--- src/rtl/stbc_sm_encoder_if.sv ---
// ---------------------------------------------------------------------------
// stbc_sm_encoder_if
//
// Groups the two handshake channels of the STBC spatial-modulation encoder.
//   data_in_valid / data_in / data_in_ready : 12-bit word intake
//                                             ([11:8] k, [7:4] s1, [3:0] s2)
//   tx_valid / tx_ready                     : output sample handshake
//   tx_r / tx_i                             : sample, signed Q-format, N bits
//   tx_slot / tx_ant / tx_last              : sample position tags
//   tx_done                                 : one-cycle end-of-block pulse
//
// modport master : the environment (word source and sample sink)
// modport slave  : the encoder
// ---------------------------------------------------------------------------
interface stbc_sm_encoder_if #(
    parameter int N = 32
);
    logic         data_in_valid;
    logic [11:0]  data_in;
    logic         data_in_ready;
    logic         tx_valid;
    logic         tx_ready;
    logic [N-1:0] tx_r;
    logic [N-1:0] tx_i;
    logic         tx_slot;
    logic [1:0]   tx_ant;
    logic         tx_last;
    logic         tx_done;

    modport master (
        output data_in_valid, data_in, tx_ready,
        input  data_in_ready, tx_valid, tx_r, tx_i, tx_slot, tx_ant, tx_last, tx_done
    );

    modport slave (
        input  data_in_valid, data_in, tx_ready,
        output data_in_ready, tx_valid, tx_r, tx_i, tx_slot, tx_ant, tx_last, tx_done
    );
endinterface

--- src/rtl/stbc_sm_encoder.sv ---
// ---------------------------------------------------------------------------
// stbc_sm_encoder
//
// Accepts one 12-bit word (dispersion index k, 16-QAM symbols s1 and s2) and
// streams the 4x2 STBC-SM transmit matrix as 8 complex samples: slot 0 on
// antennas 0..3, then slot 1 on antennas 0..3. A rotated Alamouti block sits
// on the antenna pair selected by k[3:2]; k[1:0] picks the rotation.
//
// Ports:
//   CLOCK_50   : clock, rising edge
//   sys_rst_n  : asynchronous active-low reset
//   bus        : stbc_sm_encoder_if.slave (word intake + sample stream)
// ---------------------------------------------------------------------------
module stbc_sm_encoder #(
    parameter int N      = 32,
    parameter int Q      = 22,
    parameter int A_UNIT = 1326355
) (
    input  logic               CLOCK_50,
    input  logic               sys_rst_n,
    stbc_sm_encoder_if.slave   bus
);

    // Level 3 needs two integer bits above the fraction plus sign.
    if (Q > N - 3) begin : g_q_range
        $error("stbc_sm_encoder: Q leaves no headroom for level 3");
    end

    localparam logic signed [N-1:0] A1 = N'(A_UNIT);
    localparam logic signed [N-1:0] A3 = (A1 <<< 1) + A1;

    typedef enum logic [1:0] {
        S_IDLE,
        S_EMIT,
        S_DONE
    } state_e;

    state_e      state_q, state_d;
    logic [2:0]  cnt_q,   cnt_d;
    logic [11:0] word_q,  word_d;

    logic accept;
    logic emit;

    // Gray 16-QAM: 00 -> -3, 01 -> -1, 11 -> +1, 10 -> +3.
    function automatic logic signed [N-1:0] qam_level(input logic [1:0] code);
        logic signed [N-1:0] lvl;
        case (code)
            2'b00:   lvl = -A3;
            2'b01:   lvl = -A1;
            2'b11:   lvl =  A1;
            default: lvl =  A3;
        endcase
        return lvl;
    endfunction

    // ---------------------------------------------------------------- FSM
    // NOTE: every always_comb output gets a default first, so no path can
    // leave a signal unassigned and infer a latch.
    always_comb begin
        state_d = state_q;
        cnt_d   = cnt_q;
        word_d  = word_q;
        accept  = bus.data_in_valid && (state_q != S_EMIT);
        emit    = (state_q == S_EMIT);

        case (state_q)
            S_IDLE: begin
                if (accept) begin
                    state_d = S_EMIT;
                    cnt_d   = 3'd0;
                    word_d  = bus.data_in;
                end
            end
            S_EMIT: begin
                if (bus.tx_ready) begin
                    if (cnt_q == 3'd7) begin
                        state_d = S_DONE;
                    end else begin
                        cnt_d = cnt_q + 3'd1;
                    end
                end
            end
            S_DONE: begin
                // Back-to-back words skip IDLE entirely.
                if (accept) begin
                    state_d = S_EMIT;
                    cnt_d   = 3'd0;
                    word_d  = bus.data_in;
                end else begin
                    state_d = S_IDLE;
                end
            end
            default: state_d = S_IDLE;
        endcase
    end

    // NOTE: sequential state uses non-blocking assignments so every flop
    // samples its _d value from before the edge.
    always_ff @(posedge CLOCK_50 or negedge sys_rst_n) begin
        if (!sys_rst_n) begin
            state_q <= S_IDLE;
            cnt_q   <= 3'd0;
            word_q  <= 12'd0;
        end else begin
            state_q <= state_d;
            cnt_q   <= cnt_d;
            word_q  <= word_d;
        end
    end

    // ------------------------------------------------------------ datapath
    logic signed [N-1:0] s1_r, s1_i, s2_r, s2_i;
    logic signed [N-1:0] ent_r, ent_i, rot_r, rot_i;
    logic [1:0]          ant_a, ant_b;
    logic [1:0]          ant;
    logic                slot;

    always_comb begin
        s1_r = qam_level(word_q[7:6]);
        s1_i = qam_level(word_q[5:4]);
        s2_r = qam_level(word_q[3:2]);
        s2_i = qam_level(word_q[1:0]);
        ant  = cnt_q[1:0];
        slot = cnt_q[2];

        case (word_q[11:10])
            2'd0:    begin ant_a = 2'd0; ant_b = 2'd1; end
            2'd1:    begin ant_a = 2'd2; ant_b = 2'd3; end
            2'd2:    begin ant_a = 2'd0; ant_b = 2'd2; end
            default: begin ant_a = 2'd1; ant_b = 2'd3; end
        endcase

        // Slot 0: (s1, s2); slot 1: (-conj(s2), conj(s1)).
        ent_r = '0;
        ent_i = '0;
        if (ant == ant_a) begin
            ent_r = slot ? -s2_r : s1_r;
            ent_i = slot ?  s2_i : s1_i;
        end else if (ant == ant_b) begin
            ent_r = slot ?  s1_r : s2_r;
            ent_i = slot ? -s1_i : s2_i;
        end

        // Rotation by j^k[1:0]; negating an idle-antenna zero stays exactly 0.
        case (word_q[9:8])
            2'd0:    begin rot_r =  ent_r; rot_i =  ent_i; end
            2'd1:    begin rot_r = -ent_i; rot_i =  ent_r; end
            2'd2:    begin rot_r = -ent_r; rot_i = -ent_i; end
            default: begin rot_r =  ent_i; rot_i = -ent_r; end
        endcase
    end

    // Outputs are gated by state so reset forces them to 0 immediately.
    always_comb begin
        bus.data_in_ready = !emit;
        bus.tx_valid      = emit;
        bus.tx_r          = emit ? rot_r : '0;
        bus.tx_i          = emit ? rot_i : '0;
        bus.tx_slot       = emit & slot;
        bus.tx_ant        = emit ? ant : 2'd0;
        bus.tx_last       = emit & (cnt_q == 3'd7);
        bus.tx_done       = (state_q == S_DONE);
    end

endmodule

--- src/flat_wrapper.sv ---
// flat-port wrapper written by rule: the top's interface ports become plain ports
module stbc_sm_encoder_flat 
#(
    parameter int N      = 32,
    parameter int Q      = 22,
    parameter int A_UNIT = 1326355
)
  (CLOCK_50, sys_rst_n, bus_data_in_valid, bus_data_in, bus_tx_ready, bus_data_in_ready, bus_tx_valid, bus_tx_r, bus_tx_i, bus_tx_slot, bus_tx_ant, bus_tx_last, bus_tx_done);
  stbc_sm_encoder_if #(.N(N)) bus_i ();
  input  logic CLOCK_50;
  input  logic sys_rst_n;
  input wire logic [$bits(bus_i.data_in_valid)-1:0] bus_data_in_valid;
  input wire logic [$bits(bus_i.data_in)-1:0] bus_data_in;
  input wire logic [$bits(bus_i.tx_ready)-1:0] bus_tx_ready;
  output wire logic [$bits(bus_i.data_in_ready)-1:0] bus_data_in_ready;
  output wire logic [$bits(bus_i.tx_valid)-1:0] bus_tx_valid;
  output wire logic [$bits(bus_i.tx_r)-1:0] bus_tx_r;
  output wire logic [$bits(bus_i.tx_i)-1:0] bus_tx_i;
  output wire logic [$bits(bus_i.tx_slot)-1:0] bus_tx_slot;
  output wire logic [$bits(bus_i.tx_ant)-1:0] bus_tx_ant;
  output wire logic [$bits(bus_i.tx_last)-1:0] bus_tx_last;
  output wire logic [$bits(bus_i.tx_done)-1:0] bus_tx_done;
  assign bus_i.data_in_valid = bus_data_in_valid;
  assign bus_i.data_in = bus_data_in;
  assign bus_i.tx_ready = bus_tx_ready;
  assign bus_data_in_ready = bus_i.data_in_ready;
  assign bus_tx_valid = bus_i.tx_valid;
  assign bus_tx_r = bus_i.tx_r;
  assign bus_tx_i = bus_i.tx_i;
  assign bus_tx_slot = bus_i.tx_slot;
  assign bus_tx_ant = bus_i.tx_ant;
  assign bus_tx_last = bus_i.tx_last;
  assign bus_tx_done = bus_i.tx_done;
  stbc_sm_encoder #(.N(N), .Q(Q), .A_UNIT(A_UNIT)) u_core (.CLOCK_50(CLOCK_50), .sys_rst_n(sys_rst_n), .bus(bus_i));
endmodule
--- config.mk ---
export PLATFORM = sky130hd
export DESIGN_NAME = stbc_sm_encoder_flat
export DESIGN_NICKNAME = d
export VERILOG_FILES = /design/src/rtl/stbc_sm_encoder_if.sv /design/src/rtl/stbc_sm_encoder.sv /design/src/flat_wrapper.sv
export SDC_FILE = /design/constraint.sdc
export NUM_CORES = 1
export LEC_CHECK = 0
export BUFFER_PORTS_ARGS = -buffer_cell sky130_fd_sc_hd__buf_2
export CAP_MARGIN = 30
export CORE_MARGIN = 2
export CORE_UTILIZATION = 53
export DETAILED_ROUTE_END_ITERATION = 6
export GPL_ROUTABILITY_DRIVEN = 0
export PLACE_DENSITY = 0.85
export SYNTH_ARGS = -nofsm -noshare
export SYNTH_HDL_FRONTEND = slang
export SYNTH_SLANG_ARGS = --single-unit
--- constraint.sdc ---
create_clock -name CLOCK_50 -period 4.7 [get_ports CLOCK_50]
set_input_delay 0.94 -clock CLOCK_50 [delete_from_list [all_inputs] [get_ports CLOCK_50]]
set_output_delay 0.94 -clock CLOCK_50 [all_outputs]
set_load 0.01 [all_outputs]
==> summary.md, run 1 <==
| Metric | Value |
|---|---|
| Cell type contributing the most total cell area after synthesis | `dfrtp_1` |
| Post-Syn Instances | `317` |
| Worst path cell trace | `and4b_1, nor3_2, a2111oi_2, a21bo_1, mux2i_1, buf_2` |
| CTS H-tree depth | `1` |
| Register-to-register setup slack | `2740 ps` |
| Die area | `approximately 5500 µm²` |
| Top delay family on crit path | `compound AO/OA/AOI/OAI gates` |
| Initial Utilization | `55.2%` |
| Worst Slack Setup Final | `456 ps` |
| Max clock buf depth | `2` |
| Buffers added on ports | `86` |
| Req. time, crit path | `3760 ps` |
| First-pass GRT wire length | `between 10,000 and 15,000 µm` |
| Via count | `2,765` |
| Routed wire length | `6760 µm` |
| Syn avg cell area | `8.23 µm²` |
| Cell row count | `25` |
| Vert. Die Dim | `approximately 74 µm` |
| Synthesis-stage register bit count | `17` |
| Min Tclk post-route | `~4200 ps` |
| CTS tree | `done` |
| Postcts setup bufs | `0` |
| CP arrival | `between 3000 and 4000 ps` |
| DRC | `0` |
| CP Class | `reg -> out` |
| Worst Setup End Kind | `output port` |
| Post-DR wirelength/cell | `15.2 µm` |
| Depth of the worst register-to-register path | `5` |
| Worst hold path class | `in -> async` |
| Largest net degree at the start of global routing | `37` |
| Crit. path cell count | `6` |
| Slew margin rel. | `28.7%` |
| DRT antenna net count | `0` |
| RSZ-0062 raised after global routing | `no` |
| Number of flops mapped to enable cells by yosys | `0` |
| Area growth from synthesis to layout | `15.7%` |
| Root Driver | `clkbuf_8` |
| Final Max Slew Viols | `0` |
| # IOs | `87` |
| Setup TNS | `0 ps` |
| Post_cts resized | `0` |
| Worst flop-to-flop path startpoint | `u_core.cnt_q[2]` |
| Hold Buf Count CTS | `0` |
| Multiplexer share of the synthesized area | `roughly 14%` |
| Final setup violation count | `0` |
| Ranking of synthesized cells by area | `dfrtp_1 16%, mux2i_1 13%, ha_1 8.6%` |
| Seq/Total Area, Yosys | `16.3%` |
| Total CTS buffers | `3` |
| Layout cells sized above 1 | `~29%` |
| Die width | `74.1 µm` |
| Buf/Inv on CP | `1` |
| Startpoint type of the worst setup path | `flop` |
| Post-synth top area share | `16.3%` |
| Primary FF master, synth | `dfrtp_1` |
| Clk pin slew, worst setup/hold paths | `~70 ps` |
| Status | `complete, no violations` |
| DRT Pass-1 Iters | `5` |
| Largest family of logic cells by synthesized area | `compound AO/OA/AOI/OAI gates` |
| Critical Path End | `bus_tx_r[28]` |
| Final period util | `about nine tenths` |
| Synthesized area | `2610 µm²` |
| Core area | `4720 µm²` |
| DR vias/cell | `6.23` |
| Simple-gate share of the synthesized area | `22.1%` |
| CP peak stage delay | `740 ps` |
| Worst slew pin tran | `1070 ps` |
| Post-synthesis compound-gate area fraction | `30.2%` |
| Synth Net Count | `351` |
| Post-DP HPWL | `4970 µm` |
| 1st-iter DRT viols | `233` |
| Vias in the first global route | `2,327` |
| Placement Setup Slack | `751 ps` |
| Synth Area in Adders | `8.64%` |
| Grt total ovfl | `0` |
| Fraction of registers with async set/reset | `100%` |
| Worst Path Max Fanout | `24` |
| Crit path from | `u_core.cnt_q[0]` |
| Initial antenna violation count | `0` |
| Clock Latency Late Sink | `250 ps` |
| Unique masters post-synth | `65` |
| FF-to-FF End | `u_core.cnt_q[2]` |
| Ant diodes | `0` |
| CP max stage cell | `dfrtp_1` |
| Clock Sinks | `17` |
| Nets | `412` |
| Clk_skew | `5.32 ps` |
| GRT Util Overall | `between 20% and 30%` |
| Warnings, synthesis | `0` |
| Hold Violations, Final | `0` |
| Fmax | `roughly 0.24 GHz` |
| Max-cap violation count | `0` |
| Xor/xnor share of the synthesized area | `0.336%` |
[sequential cells by signal, indices dropped and copies added (netlist names)]
name,flops
u_core.word_q,12
u_core.state_q,2
u_core.cnt_q,3
[how the worst min path moves through the flow]
stage | endpoint | slack (ps) | cells after the start
2_1_floorplan | u_core.cnt_q[0] | 550 | 2
4_1_cts | u_core.word_q[0] | 610 | 1
3_5_place_dp | u_core.cnt_q[0] | 620 | 2
5_1_grt | u_core.state_q[1] | 630 | 1
6_report | u_core.word_q[0] | 600 | 1
3_3_place_gp | u_core.cnt_q[0] | 600 | 2
[cell type report]
type | instances | area [µm²]
repair buffers | 89 | 453
flip-flops and latches | 17 | 425
fillers | 427 | 1710
clock buffers | 3 | 41.3
clock inverters | 1 | 5.00
inverters | 13 | 48.8
well taps | 67 | 83.8
multi-input cells | 254 | 1960
[metal layers]
layer / GRT usage (%) / vias to the layer above / wire length, µm
met5: 0 / - / 0
met4: 5.86 / 0 / 38
met3: 4.34 / 6 / 583
met2: 39.5 / 126 / 3160
met1: 33.0 / 1282 / 2980
li1: - / 1351 / -
[cells by family after synthesis]
| logic type | count (synthesis) |
|---|---|
| multiplexers | 36 |
| AND/OR/NAND/NOR | 97 |
| adder cells (fa/ha/maj) | 18 |
| XOR/XNOR | 1 |
| flip-flops | 17 |
| buffers and inverters | 46 |
| AO/OA/AOI/OAI | 102 |
[cell usage after synthesis, types with 4 or more instances]
master / instances
mux2i_1: 34
nand2_1: 26
clkbuf_1: 19
ha_1: 18
dfrtp_1: 17
o21ai_0: 15
inv_1: 13
nor2_1: 13
o211ai_1: 13
a311oi_1: 11
a21oi_1: 8
a31oi_1: 8
buf_2: 7
and2_1: 6
nor4_1: 6
nand3_1: 5
nor2b_1: 5
o22ai_1: 5
buf_6: 4
nand2b_1: 4
o311ai_0: 4
or2_2: 4
[per-stage QoR]
stage,instances,hold WS (ps),utilization (%),area (µm²)
2_1_floorplan,317,549,-,2610
3_3_place_gp,440,601,62.9,2970
3_5_place_dp,440,619,62.9,2970
4_1_cts,444,608,63.9,3020
5_1_grt,444,631,63.9,3020
6_report,444,596,63.9,3020
[cell usage in the layout, fill, tap and decap left out, drive strengths merged, types with 4 or more instances in the layout]
master | synthesis | layout
inv | 13 | 13
mux2i | 34 | 34
nor2b | 5 | 5
nor3 | 6 | 6
buf | 14 | 89
o311ai | 7 | 7
nand3 | 5 | 5
o22ai | 5 | 5
or2 | 4 | 4
o21ai | 17 | 17
nand2 | 26 | 26
o211ai | 13 | 13
a31oi | 8 | 8
nand2b | 4 | 4
nor2 | 13 | 13
a311oi | 11 | 11
a21oi | 8 | 8
ha | 18 | 18
dfrtp | 17 | 17
nor4 | 6 | 6
and2 | 6 | 6
Power of run 1 is not shown: default switching activity piles up to over one toggle a cycle in this logic, so the estimate is an artifact.
==> run 2: changes to the inputs <==
--- a/config.mk
+++ b/config.mk
@@ -5,13 +5,14 @@
 export SDC_FILE = /design/constraint.sdc
 export NUM_CORES = 1
 export LEC_CHECK = 0
+export ABC_CLOCK_PERIOD_IN_PS = 4700
 export BUFFER_PORTS_ARGS = -buffer_cell sky130_fd_sc_hd__buf_2
-export CAP_MARGIN = 30
+export CAP_MARGIN = 20
 export CORE_MARGIN = 2
 export CORE_UTILIZATION = 53
 export DETAILED_ROUTE_END_ITERATION = 6
 export GPL_ROUTABILITY_DRIVEN = 0
-export PLACE_DENSITY = 0.85
+export PLACE_DENSITY = 0.8
 export SYNTH_ARGS = -nofsm -noshare
 export SYNTH_HDL_FRONTEND = slang
 export SYNTH_SLANG_ARGS = --single-unit
==> run 2 against run 1 <==
Effect of this change:
- clock-buffer cell count grew 1
- register-to-register slack gained 190 ps
- wire length shrank 1.6%
- cell count stayed put
- die area is the same
- via count decreased by 1.2%
- critical path depth unchanged
- flip-flop and latch count unchanged
- core utilization is essentially flat
- non-clock buffer count is the same
- sequential share of layout area hardly changed
- design area barely moved
- critical path type unchanged
==> summary.md, run 2 (synthesis results as in run 1) <==
| Metric | Value |
|---|---|
| Total CTS buffers | `3 (unchanged)` |
| Fmax | `0.228 GHz (-3.3%)` |
| Most common cell after layout, fill and taps aside | `buf_2` |
| Grt total ovfl | `0 (unchanged)` |
| Biggest regs | `u_core.word_q: 12 flops, u_core.cnt_q: 3 flops, u_core.state_q: 2 flops` |
| Post-DP HPWL | `4870 µm (-1.9%)` |
| Buffers added on ports | `86 (unchanged)` |
| Post-route cell area | `3020 µm² (about the same)` |
| Fill cells | `426 (-0.23%)` |
| RSZ-0062 raised after global routing | `no` |
| Req. time, crit path | `3760 ps (about the same)` |
| Area growth from synthesis to layout | `15.6% (about the same)` |
| Startpoint type of the worst setup path | `flop` |
| WL met3 | `453 µm (-22%)` |
| Final setup violation count | `0 (unchanged)` |
| Clock Sinks | `17 (unchanged)` |
| CTS tree | `done` |
| Final Max Slew Viols | `0 (unchanged)` |
| Initial antenna violation count | `0 (unchanged)` |
| Multi-input gate area in the final layout | `1960 µm² (unchanged)` |
| Initial Utilization | `55.2% (unchanged)` |
| Max clock buf depth | `2 (unchanged)` |
| Min Tclk post-route | `4390 ps (+143 ps)` |
| DRT Pass-1 Iters | `5 (unchanged)` |
| DRT antenna net count | `0 (unchanged)` |
| CTS H-tree depth | `1 (unchanged)` |
| Final period util | `93.3% (+3.1 points)` |
| Routed wire length | `6650 µm (-1.6%)` |
| DR vias/cell | `6.16 (-1.2%)` |
| Most frequent cells in the layout | `86 x buf_2, 34 x mux2i_1, 26 x nand2_1, 18 x ha_1, 17 x dfrtp_1` |
| Clk pin slew, worst setup/hold paths | `60 ps (about the same)` |
| Post-DP Area | `2970 µm² (unchanged)` |
| Nets | `412 (unchanged)` |
| DP Cell Count | `440 (unchanged)` |
| 1st-iter DRT viols | `273 (+17%)` |
| Root Driver | `clkbuf_8` |
| Worst Setup End Kind | `output port` |
| Vias in the first global route | `2,214 (-4.9%)` |
| FF-to-FF End | `u_core.cnt_q[2]` |
| Metal2 WL | `3020 µm (-4.3%)` |
| Layout cells sized above 1 | `28.6% (-0.27 points)` |
| Post-DR wirelength/cell | `15.0 µm (-1.6%)` |
| Via count | `2,733 (-1.2%)` |
| Worst Path Max Fanout | `24 (unchanged)` |
| Worst flop-to-flop path startpoint | `u_core.cnt_q[0]` |
| Post_cts resized | `0 (unchanged)` |
| Worst slew pin tran | `922 ps (-148 ps)` |
| Hold Violations, Final | `0 (unchanged)` |
| # IOs | `87 (unchanged)` |
| Core area | `4720 µm² (unchanged)` |
| Largest net degree at the start of global routing | `33 (-11%)` |
| Clock Latency Late Sink | `250 ps (about the same)` |
| Top reg by flops | `u_core.word_q` |
| WL met1 | `3110 µm (+4.5%)` |
| Depth of the worst register-to-register path | `6 (+1)` |
| Hold Buf Count CTS | `0 (unchanged)` |
| Max-cap violation count | `0 (unchanged)` |
| Vert. Die Dim | `74.1 µm (unchanged)` |
| Die area | `5500 µm² (unchanged)` |
| Die width | `74.1 µm (unchanged)` |
| DRC | `0 (unchanged)` |
| CP Class | `reg -> out` |
| Register area | `425 µm² (unchanged)` |
| Finished Core Util | `63.8% (about the same)` |
| Max FFs per register | `12 (unchanged)` |
| Status | `complete, no violations` |
| CP arrival | `3450 ps (+150 ps)` |
| Ant diodes | `0 (unchanged)` |
| DR top layer | `met4` |
| Cell row count | `25 (unchanged)` |
| GRT Util Overall | `23.3% (-0.79 points)` |
| Slew margin rel. | `38.4% (+9.7 points)` |
| Postcts setup bufs | `0 (unchanged)` |
| Worst hold path class | `in -> async` |
| Register-to-register setup slack | `2930 ps (+190 ps)` |
| First-pass GRT wire length | `10,400 µm (-3.1%)` |
| Setup TNS | `0 ps (unchanged)` |
| Post-Layout Cell Count | `444 (unchanged)` |
| Clk_skew | `2.37 ps (-2.96 ps)` |
run 2: changes by cell type in the layout (fill, tap and decap cells not counted):
cell and change:
clkbuf_1 +1, clkinv_2 -1
run 2: worst max-delay path, stage by stage (launching register included):
cell,delay [ps]
dfrtp_1,610
nor3_2,710
nor3_2,240
a2111oi_2,440
o21a_1,740
mux2i_1,270
buf_2,170
run 2: cell type report:
class                      instances  share of cell area [%]
clock buffer                       4                    1.49
inverter                          13                    1.62
multi-input combinational        254                    65.0
sequential                        17                    14.1
tap                               67                    2.78
timing repair buffer              89                    15.0
run 2: routing by layer:
layer / vias to the layer above / GRT usage (%)
met3: 8 / 2.30
met2: 126 / 37.7
li1: 1352 / -
met5: - / 0
met4: 0 / 7.07
met1: 1247 / 32.9
run 2: stage by stage:
stage	setup slack, ps	hold slack, ps
CTS	392	602
global placement	764	591
detailed placement	680	588
floorplan	1620	549
global route	148	628
finish	313	600
run 2: worst max-delay path by stage:
| stage | cells after the start | end | slack, ps | start |
|---|---|---|---|---|
| after floorplan | 8 | bus_tx_r[17] | 1620 | u_core.cnt_q[0] |
| after global placement | 6 | bus_tx_i[24] | 760 | u_core.word_q[10] |
| after detailed placement | 6 | bus_tx_i[24] | 680 | u_core.word_q[10] |
| after CTS | 6 | bus_tx_i[24] | 390 | u_core.word_q[10] |
| after global routing | 6 | bus_tx_i[6] | 150 | u_core.cnt_q[0] |
| final | 6 | bus_tx_i[24] | 310 | u_core.cnt_q[0] |
Power of run 2 is left out for the same reason.
==> run 3: changes to the inputs <==
--- a/config.mk
+++ b/config.mk
@@ -5,14 +5,15 @@
 export SDC_FILE = /design/constraint.sdc
 export NUM_CORES = 1
 export LEC_CHECK = 0
-export ABC_CLOCK_PERIOD_IN_PS = 4700
+export ABC_CLOCK_PERIOD_IN_PS = 3700
 export BUFFER_PORTS_ARGS = -buffer_cell sky130_fd_sc_hd__buf_2
 export CAP_MARGIN = 20
+export CORE_ASPECT_RATIO = 1.2
 export CORE_MARGIN = 2
-export CORE_UTILIZATION = 53
+export CORE_UTILIZATION = 47
 export DETAILED_ROUTE_END_ITERATION = 6
 export GPL_ROUTABILITY_DRIVEN = 0
-export PLACE_DENSITY = 0.8
+export PLACE_DENSITY = 0.75
 export SYNTH_ARGS = -nofsm -noshare
 export SYNTH_HDL_FRONTEND = slang
 export SYNTH_SLANG_ARGS = --single-unit
==> constraint.sdc (replaced) <==
create_clock -name CLOCK_50 -period 3.7 [get_ports CLOCK_50]
set_input_delay 0.74 -clock CLOCK_50 [delete_from_list [all_inputs] [get_ports CLOCK_50]]
set_output_delay 0.74 -clock CLOCK_50 [all_outputs]
set_load 0.01 [all_outputs]
==> run 3 against run 2 <==
Effect of this change:
- critical path depth did not move
- die area increased by 12%
- clock skew rose by 1.1 ps
- first-iteration DRC count shrank 35%
- critical endpoint is now bus_tx_i[5]
==> summary.md, run 3 (synthesis results as in run 1) <==
| Metric | Value |
|---|---|
| Clock Latency Late Sink | `250 ps (about the same)` |
| Top reg by flops | `u_core.word_q` |
| Fmax | `0.284 GHz` |
| Routed wire length | `6520 µm (-2.1%)` |
| Largest net degree at the start of global routing | `33 (unchanged)` |
| Status | `complete, no violations` |
| Ant diodes | `0 (unchanged)` |
| Biggest regs | `u_core.word_q: 12 flops, u_core.cnt_q: 3 flops, u_core.state_q: 2 flops` |
| Post-DP HPWL | `4940 µm (+1.4%)` |
| Grt total ovfl | `0 (unchanged)` |
| DRT antenna net count | `0 (unchanged)` |
| WL met3 | `395 µm (-13%)` |
| Hold Violations, Final | `0 (unchanged)` |
| Final setup violation count | `0 (unchanged)` |
| Min Hold Slack | `405 ps (-195 ps)` |
| Max FFs per register | `12 (unchanged)` |
| Layout cells sized above 1 | `30.9% (+2.3 points)` |
| Most common cell after layout, fill and taps aside | `buf_2` |
| Post-route cell area | `3120 µm² (+3.6%)` |
| Die area | `6160 µm² (+12%)` |
| Clock Sinks | `17 (unchanged)` |
| Min Tclk post-route | `roughly 3500 ps` |
| Initial Utilization | `48.9% (-6.3 points)` |
| Vias in the first global route | `2,160 (-2.4%)` |
| Initial antenna violation count | `0 (unchanged)` |
| CP arrival | `2780 ps (-670 ps)` |
| GRT Util Overall | `20.0% (-3.3 points)` |
| Finished Core Util | `58.6% (-5.3 points)` |
| Worst hold path class | `in -> async` |
| Metal2 WL | `3230 µm (+6.9%)` |
| Root Driver | `clkbuf_8` |
| Depth of the worst register-to-register path | `7 (+1)` |
| RSZ-0062 raised after global routing | `no` |
| Postcts setup bufs | `0 (unchanged)` |
| Req. time, crit path | `2960 ps (-800 ps)` |
| Die width | `72.0 µm (-2.9%)` |
| Vert. Die Dim | `85.6 µm (+15%)` |
| Worst Path Max Fanout | `12 (-50%)` |
| Setup TNS | `0 ps (unchanged)` |
| First-pass GRT wire length | `10,300 µm (-0.40%)` |
| Buffers added on ports | `86 (unchanged)` |
| Final Max Slew Viols | `0 (unchanged)` |
| CP Class | `reg -> out` |
| Clk pin slew, worst setup/hold paths | `60 ps (about the same)` |
| Worst slew pin tran | `643 ps (-279 ps)` |
| Worst Setup End Kind | `output port` |
| DRC | `0 (unchanged)` |
| DR top layer | `met4` |
| WL met1 | `2850 µm (-8.3%)` |
| Most frequent cells in the layout | `86 x buf_2, 34 x mux2i_1, 26 x nand2_1, 18 x ha_1, 17 x dfrtp_1` |
| Core area | `5330 µm² (+13%)` |
| 1st-iter DRT viols | `177 (-35%)` |
| Nets | `423 (+2.7%)` |
| DR vias/cell | `6.09 (-1.1%)` |
| # IOs | `87 (unchanged)` |
| DRT Pass-1 Iters | `4 (-1)` |
| Final period util | `95.1%` |
| Clk_skew | `3.51 ps (+1.14 ps)` |
| Startpoint type of the worst setup path | `flop` |
| Via count | `2,739 (+0.22%)` |
| Cell row count | `29 (+16%)` |
| Max-cap violation count | `0 (unchanged)` |
| Post-DR wirelength/cell | `14.5 µm (-3.4%)` |
| CTS H-tree depth | `1 (unchanged)` |
| Max clock buf depth | `2 (unchanged)` |
| CTS tree | `done` |
| Post-DP Area | `3070 µm² (+3.4%)` |
| Total CTS buffers | `3 (unchanged)` |
| Area growth from synthesis to layout | `19.8%` |
| Slew margin rel. | `56.5% (+18 points)` |
## run 3: path summary, 6_finish.rpt
check / startpoint / to / slack, ps
min in group CLOCK_50: u_core.state_q[0] / u_core.cnt_q[0] / 620
max reg2reg: u_core.cnt_q[0] / u_core.cnt_q[2] / 2050
min: sys_rst_n / u_core.word_q[5] / 400
max in group asynchronous: sys_rst_n / u_core.word_q[1] / 3020
max: u_core.word_q[10] / bus_tx_i[5] / 180
min reg2reg: u_core.state_q[0] / u_core.cnt_q[0] / 620
## run 3: what timing repair did
| item | in CTS | in global routing |
|---|---|---|
| setup endpoints to repair | 0 | 10 |
| hold buffers | 0 | 0 |
| resized for setup | 0 | 1 |
## run 3: per-layer routing
metal | up-vias | global-route usage [%]
li1 | 1375 | -
met1 | 1267 | 27.4
met2 | 93 | 35.0
met3 | 4 | 0.940
met4 | 0 | 3.60
met5 | - | 0
## run 3: worst max-delay path, stage by stage, from the launching register on
cell and delay, ps:
dfrtp_1 450, and4bb_1 380, nor3_2 590, o311ai_1 290
a32oi_1 480, o211ai_1 160, buf_2 180
## run 3: area by class of cell
class	instances	area [µm²]
clock buffer	3	41.3
clock inverter	1	5.00
fill	497	2210
inverter	13	48.8
multi-input combinational	254	1970
sequential	17	425
tap	62	77.6
timing repair buffer	100	561
## run 3: metrics by stage
step | setup slack, ps | std cells
after floorplan | 820 | 317
after global placement | 527 | 446
after detailed placement | 482 | 446
after CTS | 202 | 450
after global routing | 11.0 | 450
final | 180 | 450
Power of run 3 is left out for the same reason.
